**config.mk**
```make
export PLATFORM = sky130hd
export DESIGN_NAME = keypad_code_fifo
export DESIGN_NICKNAME = d
export VERILOG_FILES = /design/src/rtl/keypad_code_fifo.sv
export SDC_FILE = /design/constraint.sdc
export NUM_CORES = 1
export LEC_CHECK = 0
export CAP_MARGIN = 25
export CELL_PAD_IN_SITES_DETAIL_PLACEMENT = 0
export CELL_PAD_IN_SITES_GLOBAL_PLACEMENT = 2
export CORE_UTILIZATION = 45
export CTS_CLUSTER_DIAMETER = 100
export DETAILED_ROUTE_END_ITERATION = 8
export DONT_BUFFER_PORTS = 1
export PLACE_DENSITY_LB_ADDON = 0.1
export SLEW_MARGIN = 20
export SYNTH_ARGS = -nofsm -noshare
export SYNTH_HDL_FRONTEND = slang
export SYNTH_SLANG_ARGS = --single-unit
export TNS_END_PERCENT = 100
```
**constraint.sdc**
```tcl
create_clock -name clk -period 5.2 [get_ports clk]
set_input_delay 1.04 -clock clk [delete_from_list [all_inputs] [get_ports clk]]
set_output_delay 1.04 -clock clk [all_outputs]
set_load 0.05 [all_outputs]
```
**src/rtl/keypad_code_fifo.sv**
```systemverilog
// keypad_code_fifo
//
// Consumer end of the keypad scanner interface. Each key_valid strobe
// carries a 6-bit scan code {column index[1:0], row lines[3:0]} with the
// row lines active-low. A code with exactly one row line low is translated
// to a 4-bit key value and queued in a show-ahead FIFO. Any other row
// pattern is rejected and flagged.
//
// Optional feature, enabled by defining KEYPAD_REPEAT_FILTER_EN:
//   A valid code equal to the last accepted code, arriving within HOLDOFF
//   cycles of that acceptance, is discarded without any flag.
//
// Parameters:
//   DEPTH    FIFO entries (power of two, 2..64)
//   AW       pointer width, log2(DEPTH)
//   HOLDOFF  repeat-filter window in clk cycles (filter build only)
//
// Ports:
//   clk       system clock, rising edge
//   rst       synchronous active-high reset
//   key_code  scan code: [5:4] column index, [3:0] row lines (active-low)
//   key_valid one-cycle strobe qualifying key_code
//   rd_en     pop the head entry at this clock edge
//   dout      head key value (holds last popped value while empty)
//   empty     FIFO holds no entries
//   full      FIFO holds DEPTH entries
//   level     current entry count
//   overflow  sticky: a valid key was dropped because the FIFO was full
//   bad_code  one-cycle pulse after a strobe with an invalid row pattern
//   bad_cnt   saturating count of invalid codes

module keypad_code_fifo #(
    parameter int DEPTH   = 8,
    parameter int AW      = 3,
    parameter int HOLDOFF = 1000
) (
    input  logic          clk,
    input  logic          rst,
    input  logic [5:0]    key_code,
    input  logic          key_valid,
    input  logic          rd_en,
    output logic [3:0]    dout,
    output logic          empty,
    output logic          full,
    output logic [AW:0]   level,
    output logic          overflow,
    output logic          bad_code,
    output logic [7:0]    bad_cnt
);

    // Reject parameter combinations the pointer arithmetic cannot support.
    if (DEPTH != (1 << AW) || AW < 1 || AW > 6 || HOLDOFF < 1) begin : g_param_check
        $error("keypad_code_fifo: DEPTH must equal 2**AW (2..64) and HOLDOFF must be >= 1");
    end

    logic [3:0]    mem [DEPTH];
    logic [AW-1:0] wr_ptr;
    logic [AW-1:0] rd_ptr;
    logic [3:0]    last_pop;

    logic          row_ok;
    logic [1:0]    row_idx;
    logic [3:0]    key_val;
    logic          repeat_hit;
    logic          push_req;
    logic          do_push;
    logic          do_pop;

    // Row decode: exactly one active-low row line identifies the row.
    always_comb begin
        row_ok  = 1'b1;
        row_idx = 2'd0;
        case (key_code[3:0])
            4'b1110: row_idx = 2'd0;
            4'b1101: row_idx = 2'd1;
            4'b1011: row_idx = 2'd2;
            4'b0111: row_idx = 2'd3;
            default: row_ok  = 1'b0;
        endcase
    end

    // Key value lookup; index = row*4 + column, so it is just {row, column}.
    // '*' is encoded as E and '#' as F.
    always_comb begin
        key_val = 4'h0;
        case ({row_idx, key_code[5:4]})
            4'd0:    key_val = 4'h1;
            4'd1:    key_val = 4'h2;
            4'd2:    key_val = 4'h3;
            4'd3:    key_val = 4'hA;
            4'd4:    key_val = 4'h4;
            4'd5:    key_val = 4'h5;
            4'd6:    key_val = 4'h6;
            4'd7:    key_val = 4'hB;
            4'd8:    key_val = 4'h7;
            4'd9:    key_val = 4'h8;
            4'd10:   key_val = 4'h9;
            4'd11:   key_val = 4'hC;
            4'd12:   key_val = 4'hE;
            4'd13:   key_val = 4'h0;
            4'd14:   key_val = 4'hF;
            default: key_val = 4'hD;
        endcase
    end

`ifdef KEYPAD_REPEAT_FILTER_EN
    logic [5:0]  last_code;
    logic        last_code_ok;
    logic [31:0] hold_cnt;

    // A repeat is only suppressed while the holdoff window is still open.
    assign repeat_hit = last_code_ok && (key_code == last_code) && (hold_cnt != 32'd0);

    // Remember the last code that actually landed in the FIFO and restart
    // the holdoff window from that push.
    always_ff @(posedge clk) begin
        if (rst) begin
            last_code    <= 6'd0;
            last_code_ok <= 1'b0;
            hold_cnt     <= 32'd0;
        end else if (do_push) begin
            last_code    <= key_code;
            last_code_ok <= 1'b1;
            hold_cnt     <= 32'(HOLDOFF);
        end else if (hold_cnt != 32'd0) begin
            hold_cnt     <= hold_cnt - 32'd1;
        end
    end
`else
    assign repeat_hit = 1'b0;
`endif

    // A full FIFO can still accept a push when the same edge pops the head.
    assign push_req = key_valid && row_ok && !repeat_hit;
    assign do_pop   = rd_en && !empty;
    assign do_push  = push_req && (!full || do_pop);

    assign empty = (level == '0);
    assign full  = (level == (AW+1)'(DEPTH));

    // When empty, rd_ptr points at a stale slot, so show the last popped
    // value instead.
    assign dout = empty ? last_pop : mem[rd_ptr];

    // FIFO storage, pointers and entry count.
    always_ff @(posedge clk) begin
        if (rst) begin
            for (int i = 0; i < DEPTH; i++) begin
                mem[i] <= 4'h0;
            end
            wr_ptr   <= '0;
            rd_ptr   <= '0;
            level    <= '0;
            last_pop <= 4'h0;
        end else begin
            if (do_push) begin
                mem[wr_ptr] <= key_val;
                wr_ptr      <= wr_ptr + 1'b1;
            end
            if (do_pop) begin
                last_pop <= mem[rd_ptr];
                rd_ptr   <= rd_ptr + 1'b1;
            end
            case ({do_push, do_pop})
                2'b10:   level <= level + 1'b1;
                2'b01:   level <= level - 1'b1;
                default: level <= level;
            endcase
        end
    end

    // Status flags: sticky overflow, invalid-code pulse and saturating count.
    always_ff @(posedge clk) begin
        if (rst) begin
            overflow <= 1'b0;
            bad_code <= 1'b0;
            bad_cnt  <= 8'd0;
        end else begin
            if (push_req && full && !do_pop) begin
                overflow <= 1'b1;
            end
            bad_code <= key_valid && !row_ok;
            if (key_valid && !row_ok && bad_cnt != 8'hFF) begin
                bad_cnt <= bad_cnt + 8'd1;
            end
        end
    end

endmodule

```
==> metrics, run 1 <==
filler instances=601; maximum clock skew at final layout=0.006477 ns; area growth from synthesis to layout=6.794%; Net Count, Synth=299; worst-margin pin slew=1.060 ns; Synth warnings=0; I/O pin cnt=30; clock-pin transition on the worst setup and hold timing paths=0.07 ns; first-pass GRT wire length=10180 µm; Setup TNS=0 ns; Critical Path Fanout Max=11; DR vias/cell=5.560; Min Clock Period, post-route=3.616 ns; antenna violations before repair=0; timing-limited maximum frequency=276.6 MHz; worst hold start=rd_ptr[1]; biggest area contributors in the synthesized netlist=edfxtp_1 (31%), dfxtp_1 (18%), nor2_1 (7.1%); Post-Layout Inst Area=3284 µm²; number of nets in the final layout=296; Final period util=0.6954; run status=finished, violations left; initial cell density of the core=0.4762; Final Hold Vio Count=0; root buffer selected by CTS=clkbuf_8; number of endpoints failing setup at the final stage=0; maximum clock insertion buffer count=2; power density relative to cell area=507.0 nW/µm²; final count of pins violating max slew=0; share of the core filled with cells=0.5085; clock sink total=59; core region area=6459 µm²; sum of internal, switching and leakage power=1665 µW; failing checks=design-rule violations; vias after detailed routing=1985; FF/Latch Area=1501 µm²; Hold Crit Depth=2; number of gates resized after cts=0; CP arrival=2.58 ns; kind of launch point of the worst setup path=register; top-area cell type share of the netlist area=0.3124; quantity of hold-fixing buffers added after cts=0; CTS tree=done; cells after synthesis=278; worst-case headroom to the max-slew limit=0.2953; RR Startpoint=level[0]; Die Footprint=7169 µm²; H-tree levels=3; routed wire length=6049 µm; Clock Latency Late Sink=0.33 ns; worst-case reg-to-reg path depth=10; minimum setup slack among reg-to-reg paths=1.86 ns; average size of a mapped cell=11.06 µm²; post-synthesis sequential area ratio=0.4882; Synth Flop Type=edfxtp_1; DR DRC count=1; flops & latches, synth=59; element type at the critical path end=output port; vias in the first global route=1994; endpoint required time on the critical path=4.16 ns; Die Span Y=84.67 µm; weighted congestion reported at the end of routability-driven placement=0.7548; Async S/R FF share, synth=0; Post-DRT Antenna Nets=0; Synth area leader=edfxtp_1; Reg-to-Reg End=level[3]; count of buffering cells on the critical path with inverters included=0; ordered cell list for the critical path=or4_1 > a21oi_1; HPWL after DPL=4267 µm; number of synthesized flops with an enable pin=32; setup repair after global routing missed its margin=false; post-synthesis cell type count=49; area of combinational cells with multiple inputs=1459 µm²; worst min-delay path category=register to register; number of CTS-inserted buffers=9; leakage power total=0.001224 µW; cell with the biggest individual delay on the critical path=a21oi_1; Maximum Capacitance Violations=0; delay of the slowest critical-path stage=0.90 ns; DRT Pass-1 Iters=9; standard-cell row count=29; maximum number of pins on one net before global-route repair=42; CP top delay family=compound AO/OA/AOI/OAI gates; number of buffers added on ports=0; aggregate global-route resource usage=0.1853; capture endpoint of the worst hold path=rd_ptr[1]; Chip Width=84.67 µm; Placed Area=3102 µm²; DR WL/cell=16.94 µm; layout cells sized above 1=0.1464; Antenna diodes=0; number of setup buffers added after CTS=0; initial DRC count=67; Post-Synthesis Cell Area=3075 µm²; kind of critical path=register to output port; final global-route overflow total=0; worst IR drop on VDD=0.2540 mV
layer usage:
layer | routed length, µm | global-route usage | vias to the layer above | share of wire
li1 | - | - | 993 | -
met4 | 42 | 0.07396 | 0 | 0.0069
met2 | 2719 | 0.2779 | 44 | 0.45
met3 | 213 | 0.03933 | 4 | 0.035
met5 | 0 | 0 | - | 0
met1 | 3073 | 0.2625 | 944 | 0.51
worst register-to-register path, cell delays in order (launching register included):
cell	delay, ns
dfxtp_1	0.52
or4_1	0.82
and2_1	0.42
nand2_1	0.17
inv_1	0.07
ha_1	0.26
a21o_1	0.17
a21o_1	0.17
and2_1	0.17
a22oi_4	0.12
mux2_1	0.32
cells in the final DEF (no fill, tap or decap), drive strengths merged:
cell and n:
nor2 58, edfxtp 32, dfxtp 27, a21oi 17
mux2i 13, inv 10, ha 10, clkbuf 9
nand2 8, mux4 8, nand2b 8, nand3 7
o21ai 6, nand4b 5, nand4 5, a211oi 5
or3 5, xor2 5, mux2 5, clkinv 5
or4 3, nor2b 3, and2 3, and3 2
nand3b 2, or2 2, o31ai 2, xnor2 2
a21o 2, o2111ai 2, or4b 1, nor3 1
and4 1, a22oi 1, a21bo 1, fa 1
bufinv 1, clkinvlp 1, buf 1
worst max-delay path by stage:
stage                start  endpoint  slack [ns]  cells after the start
4_1_cts           level[0]   dout[3]        1.55                      2
3_3_place_gp      level[0]  level[3]        1.86                     10
6_report          level[0]   dout[3]        1.58                      2
2_1_floorplan  key_code[2]  level[3]        1.83                     13
3_5_place_dp      level[0]  level[3]        1.84                     10
5_1_grt           level[0]   dout[3]        1.50                      2
synthesized netlist by cell type, types with 6 or more instances:
library cell / instances
nor2_1: 58
edfxtp_1: 32
dfxtp_1: 27
a21oi_1: 16
ha_1: 10
inv_1: 10
mux2i_1: 10
mux4_2: 8
nand2_1: 8
nand2b_1: 8
clkbuf_1: 6
nand3_1: 6
per-stage QoR:
stage	cells	hold slack, ns	setup slack, ns
after floorplan	278	0.4541	1.833
after global placement	341	0.4669	1.863
after detailed placement	341	0.4812	1.843
after CTS	357	0.4955	1.546
after global routing	357	0.5061	1.498
final	357	0.4816	1.584
registers in the layout, indices dropped and copies added (netlist names), named ones only:
name and count:
mem 32, bad_cnt 8, last_pop 4, level 4, rd_ptr 3, wr_ptr 3
bad_code 1, overflow 1
kinds of logic after synthesis:
family	after synthesis	synth area share
AOI/OAI and AO/OA	36	0.08951
xor gates and xnor gates	7	0.02238
adders and majority gates	11	0.04719
DFF	59	0.4882
buffers and inverters	25	0.03743
muxes	26	0.1286
and+or+nand+nor	114	0.1867
cell type report:
class                           count  area share
Clock inverter                      7     0.01790
Inverter                           10     0.01143
Tap cell                           77     0.02933
Multi-Input combinational cell    194      0.4442
Sequential cell                    59      0.4571
Clock buffer                        9     0.03771
Timing Repair Buffer                1    0.002286
power by group:
part	internal, µW	total (µW)	switching, µW
combinational	177	616	439
sequential	542	654	112
clock	215	395	180
No activity file was read; power rests on OpenSTA's default activity.
==> inputs of run 2 (changes only) <==
--- a/config.mk
+++ b/config.mk
@@ -8,7 +8,7 @@
 export CAP_MARGIN = 25
 export CELL_PAD_IN_SITES_DETAIL_PLACEMENT = 0
 export CELL_PAD_IN_SITES_GLOBAL_PLACEMENT = 2
-export CORE_UTILIZATION = 45
+export CORE_UTILIZATION = 38
 export CTS_CLUSTER_DIAMETER = 100
 export DETAILED_ROUTE_END_ITERATION = 8
 export DONT_BUFFER_PORTS = 1
==> constraint.sdc (replaced) <==
create_clock -name clk -period 3 [get_ports clk]
set_input_delay 0.6 -clock clk [delete_from_list [all_inputs] [get_ports clk]]
set_output_delay 0.6 -clock clk [all_outputs]
set_load 0.05 [all_outputs]
==> run 2 against run 1 <==
Net effect:
- the flow now finishes without violations
- cell area grew 4.2%
- wire length is 1.1% higher
- first-iteration DRC count increased by 1.5%
- register-to-register slack got worse by 1.5 ns
- critical path type unchanged
- highest routed layer unchanged
==> metrics, run 2 (synthesized netlist as in run 1, its figures left out) <==
worst-case headroom to the max-slew limit=0.5613 (was 0.2953); worst hold start=rst (was rd_ptr[1]); layout cells sized above 1=0.1939 (was 0.1464); vias in the first global route=1927 (was 1994); sequential group share of total power=0.332 (was 0.393); core region area=7767 µm² (was 6459 µm²); HPWL after DPL=4442 µm (was 4267 µm); number of gates resized after cts=0 (unchanged); number of CTS-inserted buffers=9 (unchanged); number of setup buffers added after CTS=0 (unchanged); filler instances=761 (was 601); min setup slack post-route=0.3002 ns (was 1.584 ns); Antenna diodes=0 (unchanged); net switching power=1286 µW (was 731.0 µW); ordered cell list for the critical path=mux4_2 > mux2i_1 > a21oi_1 > buf_4 (was or4_1 > a21oi_1); leakage power total=0.001296 µW (was 0.001224 µW); number of endpoints failing setup at the final stage=0 (unchanged); Chip Width=91.96 µm (was 84.67 µm); DR vias/cell=5.086 (was 5.560); endpoint required time on the critical path=2.40 ns (was 4.16 ns); CP arrival=2.10 ns (was 2.58 ns); sw frac=0.4162 (was 0.4390); final global-route overflow total=0 (unchanged); Min Clock Period, post-route=2.700 ns; run status=complete, no violations (was finished, violations left); weighted congestion reported at the end of routability-driven placement=0.7648 (was 0.7548); vias after detailed routing=2014 (was 1985); RR Startpoint=level[3] (was level[0]); Die Span Y=91.96 µm (was 84.67 µm); registers with the most flip-flops=mem: 32 flops, bad_cnt: 8 flops (unchanged); clock-pin transition on the worst setup and hold timing paths=0.06 ns (was 0.07 ns); setup repair after global routing missed its margin=false (unchanged); most frequent cells in the layout=nor2_1 (58), edfxtp_1 (32), dfxtp_1 (24) (was nor2_1 (58), edfxtp_1 (32), dfxtp_1 (27)); kind of critical path=register to output port (unchanged); I/O pin cnt=30 (unchanged); H-tree levels=3 (unchanged); Die Footprint=8457 µm² (was 7169 µm²); Clk network pwr share=0.220 (was 0.237); number of buffers added on ports=0 (unchanged); antenna violations before repair=0 (unchanged); worst IR drop on VDD=0.2926 mV (was 0.2540 mV); quantity of hold-fixing buffers added after cts=0 (unchanged); number of nets in the final layout=310 (was 296); power density relative to cell area=903.0 nW/µm² (was 507.0 nW/µm²); DR DRC count=0 (was 1); FF/Latch Area=1505 µm² (was 1501 µm²); initial cell density of the core=0.3959 (was 0.4762); Post-DRT Antenna Nets=0 (unchanged); Clock Latency Late Sink=0.33 ns (about the same); delay of the slowest critical-path stage=0.65 ns (was 0.90 ns); Maximum Capacitance Violations=0 (unchanged); DRT Pass-1 Iters=4 (was 9); worst min-delay path category=input port to register (was register to register); CTS tree=done (unchanged); CP top delay family=multiplexers (was compound AO/OA/AOI/OAI gates); flip-flop count of the largest register, all copies and words added=32 (unchanged); initial DRC count=68 (was 67); kind of launch point of the worst setup path=register (unchanged); clock sink total=59 (unchanged); maximum clock skew at final layout=0.01136 ns (was 0.006477 ns); Comb power frac=0.448 (was 0.370); cell with the biggest individual delay on the critical path=dfxtp_1 (was a21oi_1); internal portion of total power=1803 µW (was 934.1 µW); count of buffering cells on the critical path with inverters included=1 (was 0); root buffer selected by CTS=clkbuf_8 (unchanged); maximum number of pins on one net before global-route repair=42 (unchanged); final count of pins violating max slew=0 (unchanged); Most flops, register=mem (unchanged); most common cell after layout, fill and taps aside=nor2_1 (unchanged); area of combinational cells with multiple inputs=1459 µm² (unchanged); area growth from synthesis to layout=11.23% (was 6.794%); Setup TNS=0 ns (unchanged); maximum clock insertion buffer count=2 (unchanged); standard-cell row count=32 (was 29); routed wire length=6115 µm (was 6049 µm); first-pass GRT wire length=10210 µm (was 10180 µm); DR WL/cell=15.44 µm (was 16.94 µm); Critical Path Fanout Max=8 (was 11); Final Hold Vio Count=0 (unchanged); worst-margin pin slew=0.6572 ns (was 1.060 ns); timing-limited maximum frequency=370.4 MHz; Final period util=0.8999; aggregate global-route resource usage=0.1605 (was 0.1853); element type at the critical path end=output port (unchanged); Post-Place Worst Slack=0.3404 ns (was 1.843 ns)
==> run 2: changes by cell type in the layout (fill, tap and decap cells not counted) <==
cell        previous run  this run
dfxtp_2                0         3
buf_4                  1        15
clkinvlp_4             1         0
dfxtp_1               27        24
clkbuf_1               0         4
clkinv_1               3         0
==> run 2: power groups by stage <==
| stage | clock network, µW | registers (µW) | logic [µW] |
|---|---|---|---|
| floorplan | 0 | 1110 | 1010 |
| global placement | 0 | 1040 | 1390 |
| detailed placement | 0 | 1040 | 1400 |
| CTS | 703 | 1030 | 1410 |
| global route | 741 | 1040 | 1480 |
| finish | 680 | 1020 | 1380 |
==> run 2: cell type report <==
| type | instances | share of cell area |
|---|---|---|
| clock buffer | 13 | 0.04060 |
| inverter | 10 | 0.01097 |
| timing repair buffer | 15 | 0.03292 |
| sequential | 59 | 0.4400 |
| multi-input combinational | 194 | 0.4265 |
| clock inverter | 3 | 0.01170 |
| tap | 102 | 0.03731 |
==> run 2: routing by layer <==
metal / up-vias / GRT usage / share of wire / wire length [µm]
met5: - / 0 / 0 / 0
met4: 0 / 0.07031 / 0.014 / 83
met3: 7 / 0.04146 / 0.034 / 206
met2: 41 / 0.2351 / 0.45 / 2747
met1: 948 / 0.2227 / 0.50 / 3077
li1: 1018 / - / - / -
==> run 2: worst paths after layout <==
path | end | slack [ns] | depth (start not counted)
worst max-delay path | dout[0] | 0.30 | 4
worst min-delay path | wr_ptr[2] | 0.33 | 1
worst max register to register | level[3] | 0.41 | 10
worst min register to register | register | 0.48 | 2
==> run 2: worst register-to-register path, cell delays in order, from the launching register on <==
cell and delay (ns):
dfxtp_2 0.32, or4_1 0.53, and2_1 0.20, nand2_1 0.10, inv_1 0.07, ha_1 0.27, a21o_1 0.18, a21o_1 0.18
and2_1 0.18, a22oi_4 0.12, mux2_1 0.33
==> run 2: through the flow <==
stage / instances / hold slack [ns] / util / power, µW / area, µm²
finish: 396 / 0.3286 / 0.4404 / 3089 / 3421
global route: 396 / 0.3113 / 0.4404 / 3265 / 3421
CTS: 396 / 0.3100 / 0.4404 / 3137 / 3421
detailed placement: 380 / 0.4684 / 0.4174 / 2446 / 3242
global placement: 380 / 0.4657 / 0.4174 / 2434 / 3242
floorplan: 278 / 0.4541 / - / 2113 / 3079
